===== config.mk =====
export PLATFORM = sky130hd
export DESIGN_NAME = uart_tx_buffer
export DESIGN_NICKNAME = d
export VERILOG_FILES = /design/src/rtl/uart_pkg.sv /design/src/rtl/uart_tx_buffer_fifo_sync.sv /design/src/rtl/uart_tx_buffer.sv
export SDC_FILE = /design/constraint.sdc
export NUM_CORES = 1
export LEC_CHECK = 0
export BUFFER_PORTS_ARGS = -buffer_cell sky130_fd_sc_hd__buf_4
export CAP_MARGIN = 10
export CORE_ASPECT_RATIO = 0.7
export CORE_MARGIN = 5
export CORE_UTILIZATION = 30
export CTS_BUF_LIST = sky130_fd_sc_hd__clkbuf_8
export CTS_CLUSTER_SIZE = 8
export DETAILED_ROUTE_END_ITERATION = 8
export PLACE_DENSITY = 0.42
export REMOVE_ABC_BUFFERS = 1
export SETUP_SLACK_MARGIN = 0.3
export SLEW_MARGIN = 20
export SYNTH_ARGS = -nofsm -noshare
export SYNTH_HDL_FRONTEND = slang
export SYNTH_SLANG_ARGS = --single-unit
export TNS_END_PERCENT = 1

===== constraint.sdc =====
create_clock -name clk -period 6.4 [get_ports clk]
set_input_delay 0.32 -clock clk [delete_from_list [all_inputs] [get_ports clk]]
set_output_delay 0.32 -clock clk [all_outputs]
set_load 0.05 [all_outputs]

===== src/rtl/uart_pkg.sv =====
// Shared UART definitions: transmit launch FSM states and default data width.
// Also imported by the transmitter instance so both sides agree on DBIT.
package uart_pkg;

    localparam int DBIT_DEF = 8;

    typedef enum logic {
        IDLE = 1'b0,
        WAIT = 1'b1
    } tx_state_e;

endpackage


===== src/rtl/uart_tx_buffer_fifo_sync.sv =====
// Synchronous circular byte FIFO with a separate occupancy counter.
// Flush clears pointers and count; stored data is left in place.
module fifo_sync
    import uart_pkg::*;
#(
    parameter int DBIT   = DBIT_DEF,
    parameter int ADDR_W = 4
) (
    input  logic            clk_i,
    input  logic            rst_ni,
    input  logic            flush_i,
    input  logic            wr_i,
    input  logic [DBIT-1:0] wdata_i,
    input  logic            rd_i,
    output logic [DBIT-1:0] rdata_o,
    output logic [ADDR_W:0] count_o,
    output logic            full_o,
    output logic            empty_o
);

    localparam int DEPTH = 1 << ADDR_W;

    logic [DBIT-1:0]   mem_q [DEPTH];
    logic [ADDR_W-1:0] rd_ptr_q, rd_ptr_d;
    logic [ADDR_W-1:0] wr_ptr_q, wr_ptr_d;
    logic [ADDR_W:0]   count_q, count_d;
    logic              push, pop;

    assign full_o  = (count_q == (ADDR_W+1)'(DEPTH));
    assign empty_o = (count_q == '0);
    assign count_o = count_q;
    assign rdata_o = mem_q[rd_ptr_q];

    // Full is the registered value, so a pop never frees room for a same-cycle write.
    assign push = wr_i && !full_o && !flush_i;
    assign pop  = rd_i && !empty_o && !flush_i;

    always_comb begin
        rd_ptr_d = rd_ptr_q;
        wr_ptr_d = wr_ptr_q;
        count_d  = count_q;
        if (flush_i) begin
            rd_ptr_d = '0;
            wr_ptr_d = '0;
            count_d  = '0;
        end else begin
            if (push) wr_ptr_d = wr_ptr_q + 1'b1;
            if (pop)  rd_ptr_d = rd_ptr_q + 1'b1;
            if (push && !pop)      count_d = count_q + 1'b1;
            else if (!push && pop) count_d = count_q - 1'b1;
        end
    end

    always_ff @(posedge clk_i) begin
        if (!rst_ni) begin
            rd_ptr_q <= '0;
            wr_ptr_q <= '0;
            count_q  <= '0;
        end else begin
            rd_ptr_q <= rd_ptr_d;
            wr_ptr_q <= wr_ptr_d;
            count_q  <= count_d;
        end
    end

    always_ff @(posedge clk_i) begin
        if (push) mem_q[wr_ptr_q] <= wdata_i;
    end

endmodule


===== src/rtl/uart_tx_buffer.sv =====
// Byte queue and launch controller in front of the UART transmitter:
// one tx_start per byte, tx_din held until the next launch.
module uart_tx_buffer
    import uart_pkg::*;
#(
    parameter int DBIT   = DBIT_DEF,
    parameter int ADDR_W = 4
) (
    input  logic            clk,
    input  logic            rst,
    input  logic            wr_en,
    input  logic [DBIT-1:0] wr_data,
    input  logic            flush,
    input  logic            tx_done_tick,
    output logic            tx_start,
    output logic [DBIT-1:0] tx_din,
    output logic            full,
    output logic            empty,
    output logic [ADDR_W:0] count,
    output logic            busy,
    output logic            overflow
);

    tx_state_e       state_q, state_d;
    logic            tx_start_q, tx_start_d;
    logic [DBIT-1:0] tx_din_q, tx_din_d;
    logic            ovf_q, ovf_d;
    logic            pop;
    logic [DBIT-1:0] head;

    fifo_sync #(
        .DBIT   (DBIT),
        .ADDR_W (ADDR_W)
    ) u_fifo (
        .clk_i   (clk),
        .rst_ni  (rst),
        .flush_i (flush),
        .wr_i    (wr_en),
        .wdata_i (wr_data),
        .rd_i    (pop),
        .rdata_o (head),
        .count_o (count),
        .full_o  (full),
        .empty_o (empty)
    );

    always_comb begin
        state_d    = state_q;
        tx_start_d = 1'b0;
        tx_din_d   = tx_din_q;
        pop        = 1'b0;
        unique case (state_q)
            IDLE: begin
                // Flush wins over a launch in the same cycle.
                if (!empty && !flush) begin
                    pop        = 1'b1;
                    tx_start_d = 1'b1;
                    tx_din_d   = head;
                    state_d    = WAIT;
                end
            end
            WAIT: begin
                if (tx_done_tick) state_d = IDLE;
            end
        endcase
    end

    assign ovf_d = wr_en && full && !flush;

    always_ff @(posedge clk) begin
        if (!rst) begin
            state_q    <= IDLE;
            tx_start_q <= 1'b0;
            tx_din_q   <= '0;
            ovf_q      <= 1'b0;
        end else begin
            state_q    <= state_d;
            tx_start_q <= tx_start_d;
            tx_din_q   <= tx_din_d;
            ovf_q      <= ovf_d;
        end
    end

    assign tx_start = tx_start_q;
    assign tx_din   = tx_din_q;
    assign busy     = (state_q == WAIT);
    assign overflow = ovf_q;

endmodule


== Word level (Yosys, flattened, before mapping) ==
Memories as Yosys holds them, arrays and structs flattened. A register that Yosys moved wholly into a read port is not among the register bits.
Cells that the tools add are included.

* $lt $le $gt $ge: 0
* Multipliers: 0
* Reduce and logical (&&, ||, !) cells: 19
* Muxes and demuxes: 8
* Shift operators: 0
* Eq/ne operators: 1
* Add/sub/neg operators: 4
* Divide/modulo/power cells: 0
* Bitwise gates (word level): 2

{| class="wikitable"
|+ Operator list
! cell !! number
|-
| 5-bit two-way mux || 2
|-
| 1-bit logical AND || 9
|-
| 4-bit by 1-bit adder with 4-bit output, second input constant || 2
|-
| 1-bit zero test || 6
|-
| 5-bit by 1-bit adder with 5-bit output, second input constant || 1
|-
| 5-bit equality test, second input constant || 1
|-
| 5-bit zero test || 1
|-
| 1-bit two-way mux || 5
|-
| 5-bit by 1-bit subtractor with 5-bit output, second input constant || 1
|-
| 1-bit inverter || 2
|-
| 1-bit one-hot mux with 2 select lines || 1
|-
| 2-bit AND reduction || 1
|-
| 2-bit nonzero test || 1
|-
| 2-bit OR reduction || 1
|}

* RAM bits: 128
* Latch bits: 0
* Memory bits (read-only): 0
* Input bits: 13
* Word-level logic and storage cells: 41
* Memories kept: 1
* Output and inout bits: 18
* Register bits: 16

{| class="wikitable"
|+ Memory list
! memory !! depth !! width !! rd ports !! clocked after Yosys merged registers in !! write ports !! line !! RTL
|-
| u_fifo.mem_q || 16 || 8 || 1 || 1 || 1 || uart_tx_buffer_fifo_sync.sv:23 || <nowiki>logic [DBIT-1:0] mem_q [DEPTH];</nowiki>
|}

== Longest topological paths before layout ==
* Depth after elaboration: 10
* Depth in mapped cells: 12
* Gate-level depth less buffers: 10

== Cells and area by module ==
Synthesis repeated with hierarchy kept, for this count alone.

* Cell total of the unflattened synthesis: 357
* Area total of the unflattened synthesis: 6266.0 um2

{| class="wikitable"
|+ Modules (own cells, without submodules)
! module !! seq. area each (um2) !! area each (um2) !! instances !! cells an instance
|-
| fifo_sync || 4184.0 || 5833.1 || 1 || 314
|-
| uart_tx_buffer || 220.2 || 432.9 || 1 || 43
|}

== Worst setup path after synthesis ==
No wires, ideal clock.

* Path type: reg-to-reg
* From: register u_fifo.count_q[0], in the netlist u_fifo.count_o[0]
* To: register u_fifo.count_q[4], in the netlist u_fifo.count_o[4]
* Path buffers: 1
* Data arrival time: 2824 ps
* Stages on the path, launching flop included: 12
* Clock period less this slack: 2896 ps
* Data required time: 6328 ps
* Slack: 3504 ps
* Library setup time: 72 ps
* Path through: dfxtp_1 nor4_1 a21boi_1 buf_2 inv_1 ha_1 inv_1 fa_1 a21o_1 a21oi_1 mux2i_1 mux2i_1

* Longest elaborated chain between the ends: 10
* Elaborated cells on any way between the ends: 20
* Classes of those cells: add/sub (2); eq/ne (1); mux (4); reduce/logical (13)

{| class="wikitable"
|+ RTL lines
! item !! line !! RTL
|-
| from (decl) || uart_tx_buffer_fifo_sync.sv:26 || <nowiki>logic [ADDR_W:0] count_q, count_d;</nowiki>
|-
| from (signal assigned) || uart_tx_buffer_fifo_sync.sv:62 || <nowiki>count_q <= count_d;</nowiki>
|-
| 5-bit zero test || uart_tx_buffer_fifo_sync.sv:30 || <nowiki>assign empty_o = (count_q == '0);</nowiki>
|-
| 1-bit zero test || uart_tx_buffer_fifo_sync.sv:36, uart_tx_buffer.sv:55 ||
|-
| 1-bit logical AND || uart_tx_buffer.sv:55 || <nowiki>if (!empty && !flush) begin</nowiki>
|-
| 1-bit two-way mux || uart_tx_buffer.sv:55 ||
|-
| 1-bit two-way mux || uart_tx_buffer.sv:52 || <nowiki>unique case (state_q)</nowiki>
|-
| 1-bit logical AND (2 in a row) || uart_tx_buffer_fifo_sync.sv:36 || <nowiki>assign pop = rd_i && !empty_o && !flush_i;</nowiki>
|-
| 1-bit zero test || uart_tx_buffer_fifo_sync.sv:49 || <nowiki>if (push && !pop) count_d = count_q + 1'b1;</nowiki>
|-
| 1-bit logical AND || uart_tx_buffer_fifo_sync.sv:49 ||
|-
| 5-bit two-way mux or 2-bit nonzero test (tied branches) || - ||
|}

Parallel ways exist; a longest one is shown, timed or not. The select of a mux whose other input is x is not followed.
A chain may end at the register's enable or synchronous reset.

== Worst setup path in the final report ==
* From: register u_fifo.count_q[0], in the netlist u_fifo.count_o[0]
* To: register u_fifo.count_q[4], in the netlist u_fifo.count_o[4]

* Elaborated cells on any way between the ends: 20
* Classes of those cells: add/sub (2); eq/ne (1); mux (4); reduce/logical (13)

{| class="wikitable"
|+ RTL lines
! item !! line !! RTL
|-
| 5-bit equality test * || uart_tx_buffer_fifo_sync.sv:29 || <nowiki>assign full_o = (count_q == (ADDR_W+1)'(DEPTH));</nowiki>
|-
| 1-bit zero test * || uart_tx_buffer_fifo_sync.sv:35 || <nowiki>assign push = wr_i && !full_o && !flush_i;</nowiki>
|-
| 1-bit logical AND * (2 in a row) || uart_tx_buffer_fifo_sync.sv:35 ||
|-
| net u_fifo.push || uart_tx_buffer_fifo_sync.sv:27 || <nowiki>logic push, pop;</nowiki>
|-
| 1-bit zero test || uart_tx_buffer_fifo_sync.sv:50 || <nowiki>else if (!push && pop) count_d = count_q - 1'b1;</nowiki>
|-
| 1-bit logical AND || uart_tx_buffer_fifo_sync.sv:50 ||
|-
| 2-bit nonzero test (no line) || - ||
|}

The timed path passes the listed nets; every way through them passes the cells marked *. The select of a mux whose other input is x is not followed.

==> run_results.csv <==
group,metric,value,unit
logic_synthesis,yosysWarnings,0,
global_routing,grt_max_degree,55,
logic_synthesis,syn_avg_cell_area,15.96,sq um
cts,cts_made_buffers,17,
logic_synthesis,synthArstFlopShare,0,%
worst_setup_path,crit_arrival,3.38,ns
worst_setup_path,worstPathMaxFanout,6,
power_and_ir_drop,vdd_drop_max,126.8,uV
logic_synthesis,synth_seq_cells,152,
cts,tritoncts,"built",
detailed_routing,route.detailed.drc,0,
power_and_ir_drop,power_density,314.2,nW/um^2
final_layout,final_cell_area,7019,sq um
outcome,status,"finished, final reports clean",
floorplanning,die_x,180.2,microns
cts,cts.sinks,152,
global_routing,grt-ovfl-total,0,
global_routing,grt_usage,13.10,%
sta,hold_violations,0,
logic_synthesis,synth_area_leaders,"edfxtp_1 63%, dfxtp_1 7.9%, mux2i_1 7.4%",
placed_design,place_area,6575,sq um
floorplanning,start_util,30.64,%
logic_synthesis,synth_area,6082,sq um
logic_synthesis,synth_area_leader_cell,"edfxtp_1",
logic_synthesis,synth.top_cell.area_share,63.20,%
final_layout,n_fill_cell,1900,
worst_setup_path,crit_type,"reg -> reg",
worst_setup_path,reg2reg_from,"u_fifo.count_o[0]",
global_routing,grt_pass1_wl,22000,microns
worst_setup_path,critPathRequiredTime,6.77,ns
worst_hold_path,hp-class,"in -> reg",
worst_setup_path,startpoint_type,"flop",
detailed_routing,drt_iter0_drc,263,
cts,htreeDepth,4,
logic_synthesis,synth.cells.most_frequent,"128 x edfxtp_1, 45 x mux2i_1, 33 x nor2_1",
final_layout,ff_latch_area,4325,sq um
sta,finalSetupTns,0,ns
power_and_ir_drop,cellLeakagePower,0.002235,uW
floorplanning,core-area,19850,sq um
sta,drv_slew,0,
logic_synthesis,ys_seq_area_share,71.10,%
detailed_routing,routed_wl,14680,microns
floorplanning,ios,31,
cts,cts.clk_slew.worst_paths,0.09,ns
floorplanning,die_y,129.1,microns
sta,rsz0062_at_grt,"no",
sta,max_freq,332.1,MHz
placed_design,hpwlAfterDp,9745,microns
final_layout,multi_input_area,1640,sq um
cts,clock_latency,0.44,ns
sta,setup_violations,0,
cts,ctsHoldBuffers,0,
final_layout,final_layout_size_suffix_gt1_share,19.72,%
global_routing,grt_pass1_vias,3324,
final_layout,diodes,0,
cts,root_buffer,"clkbuf_8",
worst_setup_path,rr_worst_depth,9,
worst_setup_path,startpoint,"u_fifo.count_o[0]",
sta,fin_skew,0.01156,ns
worst_setup_path,r2r_end,"u_fifo.count_o[4]",
cts,cts_resized,0,
worst_setup_path,r2r_setup_slack,3.39,ns
flow_run,cap_violations,0,
logic_synthesis,synth.most_common_cell,"edfxtp_1",
detailed_routing,routed-via-count,3248,
worst_setup_path,crit_path_end_kind,"flop",
placed_design,gp_congestion,0.7721,
final_layout,synthToLayoutAreaGrowth,15.41,%
placed_design,io_buffers,30,
cts,postCtsSetupBuffers,0,
logic_synthesis,synth_cell_types,41,
sta,maxSlewHeadroom,29.45,%
logic_synthesis,synthFlopType,"edfxtp_1",
detailed_routing,via_per_inst,4.667,
logic_synthesis,syn_inst,381,
cts,cts_max_path_buffers,2,
sta,worst_slew_pin_slew,1.054,ns
detailed_routing,routedWlPerCell,21.10,microns
detailed_routing,first_pass_iters,4,
floorplanning,die_area,23270,sq um
sta,period_share,47.05,%
floorplanning,num_rows,43,
worst_setup_path,crit_end,"u_fifo.count_o[4]",
final_layout,layout.nets,436,
global_routing,grt_antenna_before_repair,0,
sta,fin_crit,3.011,ns
logic_synthesis,synth_edf_count,128,
detailed_routing,detail-route-antenna-nets,0,
==> flip-flops by register name, indices dropped and copies added (netlist names) <==
name / cells
tx_din: 8
tx_start: 1
u_fifo.rd_ptr_q: 4
u_fifo.wr_ptr_q: 4
busy: 1
overflow: 1
u_fifo.mem_q: 128
u_fifo.count_o: 5
==> critical path: stages (launching register included) <==
cell	delay, ns
dfxtp_1	0.39
nor4_1	0.72
a211oi_1	0.31
ha_1	0.27
inv_1	0.16
ha_1	0.30
a21o_1	0.17
a21oi_1	0.18
mux2i_1	0.25
mux2i_1	0.20
==> how the worst min path moves through the flow <==
stage / from / to / cells past startpoint
finish: wr_en / overflow / 2
global route: wr_en / overflow / 2
CTS: wr_en / overflow / 2
detailed placement: tx_din[0] / tx_din[0] / 2
global placement: u_fifo.count_o[3] / u_fifo.count_o[3] / 2
floorplan: wr_data[0] / u_fifo.mem_q[0][0] / 0
==> where the power goes <==
part	internal [uW]	switching (uW)
logic	93.7	198
registers	1100	20.8
clock network	427	370
total	1620	588
==> cells in the final DEF (no fill, tap or decap), types with 5 or more instances in the layout <==
| cell type | instances |
|---|---|
| dfxtp_1 | 23 |
| nor3_1 | 5 |
| mux4_2 | 12 |
| a31oi_1 | 8 |
| inv_1 | 8 |
| o22ai_1 | 20 |
| edfxtp_1 | 128 |
| mux2i_1 | 45 |
| nor2_1 | 33 |
| o21ai_0 | 8 |
| nand2_1 | 11 |
| ha_1 | 9 |
| clkbuf_8 | 17 |
| xor2_1 | 5 |
| buf_4 | 34 |
==> routing by layer <==
metal,track usage (%),vias up,share of wire (%)
met5,0,-,0
met1,20.23,1642,52
met4,3.067,0,0.31
met2,18.33,68,42
li1,-,1536,-
met3,3.479,2,5.0
==> through the flow <==
| stage | setup slack (ns) | total power [uW] | util (%) | hold slack [ns] | instances |
|---|---|---|---|---|---|
| after floorplan | 3.149 | 1325 | - | 0.4189 | 360 |
| after global placement | 3.492 | 1432 | 33.09 | 0.5273 | 664 |
| after detailed placement | 3.403 | 1433 | 33.12 | 0.5281 | 664 |
| after CTS | 3.369 | 2231 | 35.31 | 0.1229 | 696 |
| after global routing | 3.154 | 2305 | 35.36 | 0.1335 | 696 |
| final | 3.389 | 2205 | 35.36 | 0.1638 | 696 |
==> cells by family (layout without fill, tap and decap cells) <==
logic type | after synthesis | after routing | synth area share (%)
AO/OA/AOI/OAI | 54 | 54 | 5.925
XOR/XNOR | 9 | 9 | 1.296
adder cells (fa/ha/maj) | 10 | 10 | 2.181
buffers and inverters | 28 | 73 | 2.181
flip-flops | 152 | 152 | 71.10
multiplexers | 57 | 57 | 11.85
AND/OR/NAND/NOR | 71 | 71 | 5.472
==> layout make-up <==
| cell class | count | share of cell area, % |
|---|---|---|
| Clock buffer | 17 | 3.333 |
| Tap cell | 270 | 4.813 |
| Multi-Input combinational cell | 201 | 23.37 |
| Timing Repair Buffer | 34 | 3.636 |
| Sequential cell | 152 | 61.62 |
| Clock inverter | 15 | 2.852 |
| Inverter | 7 | 0.3743 |
Note: power is estimated with default switching activity, not from simulation.
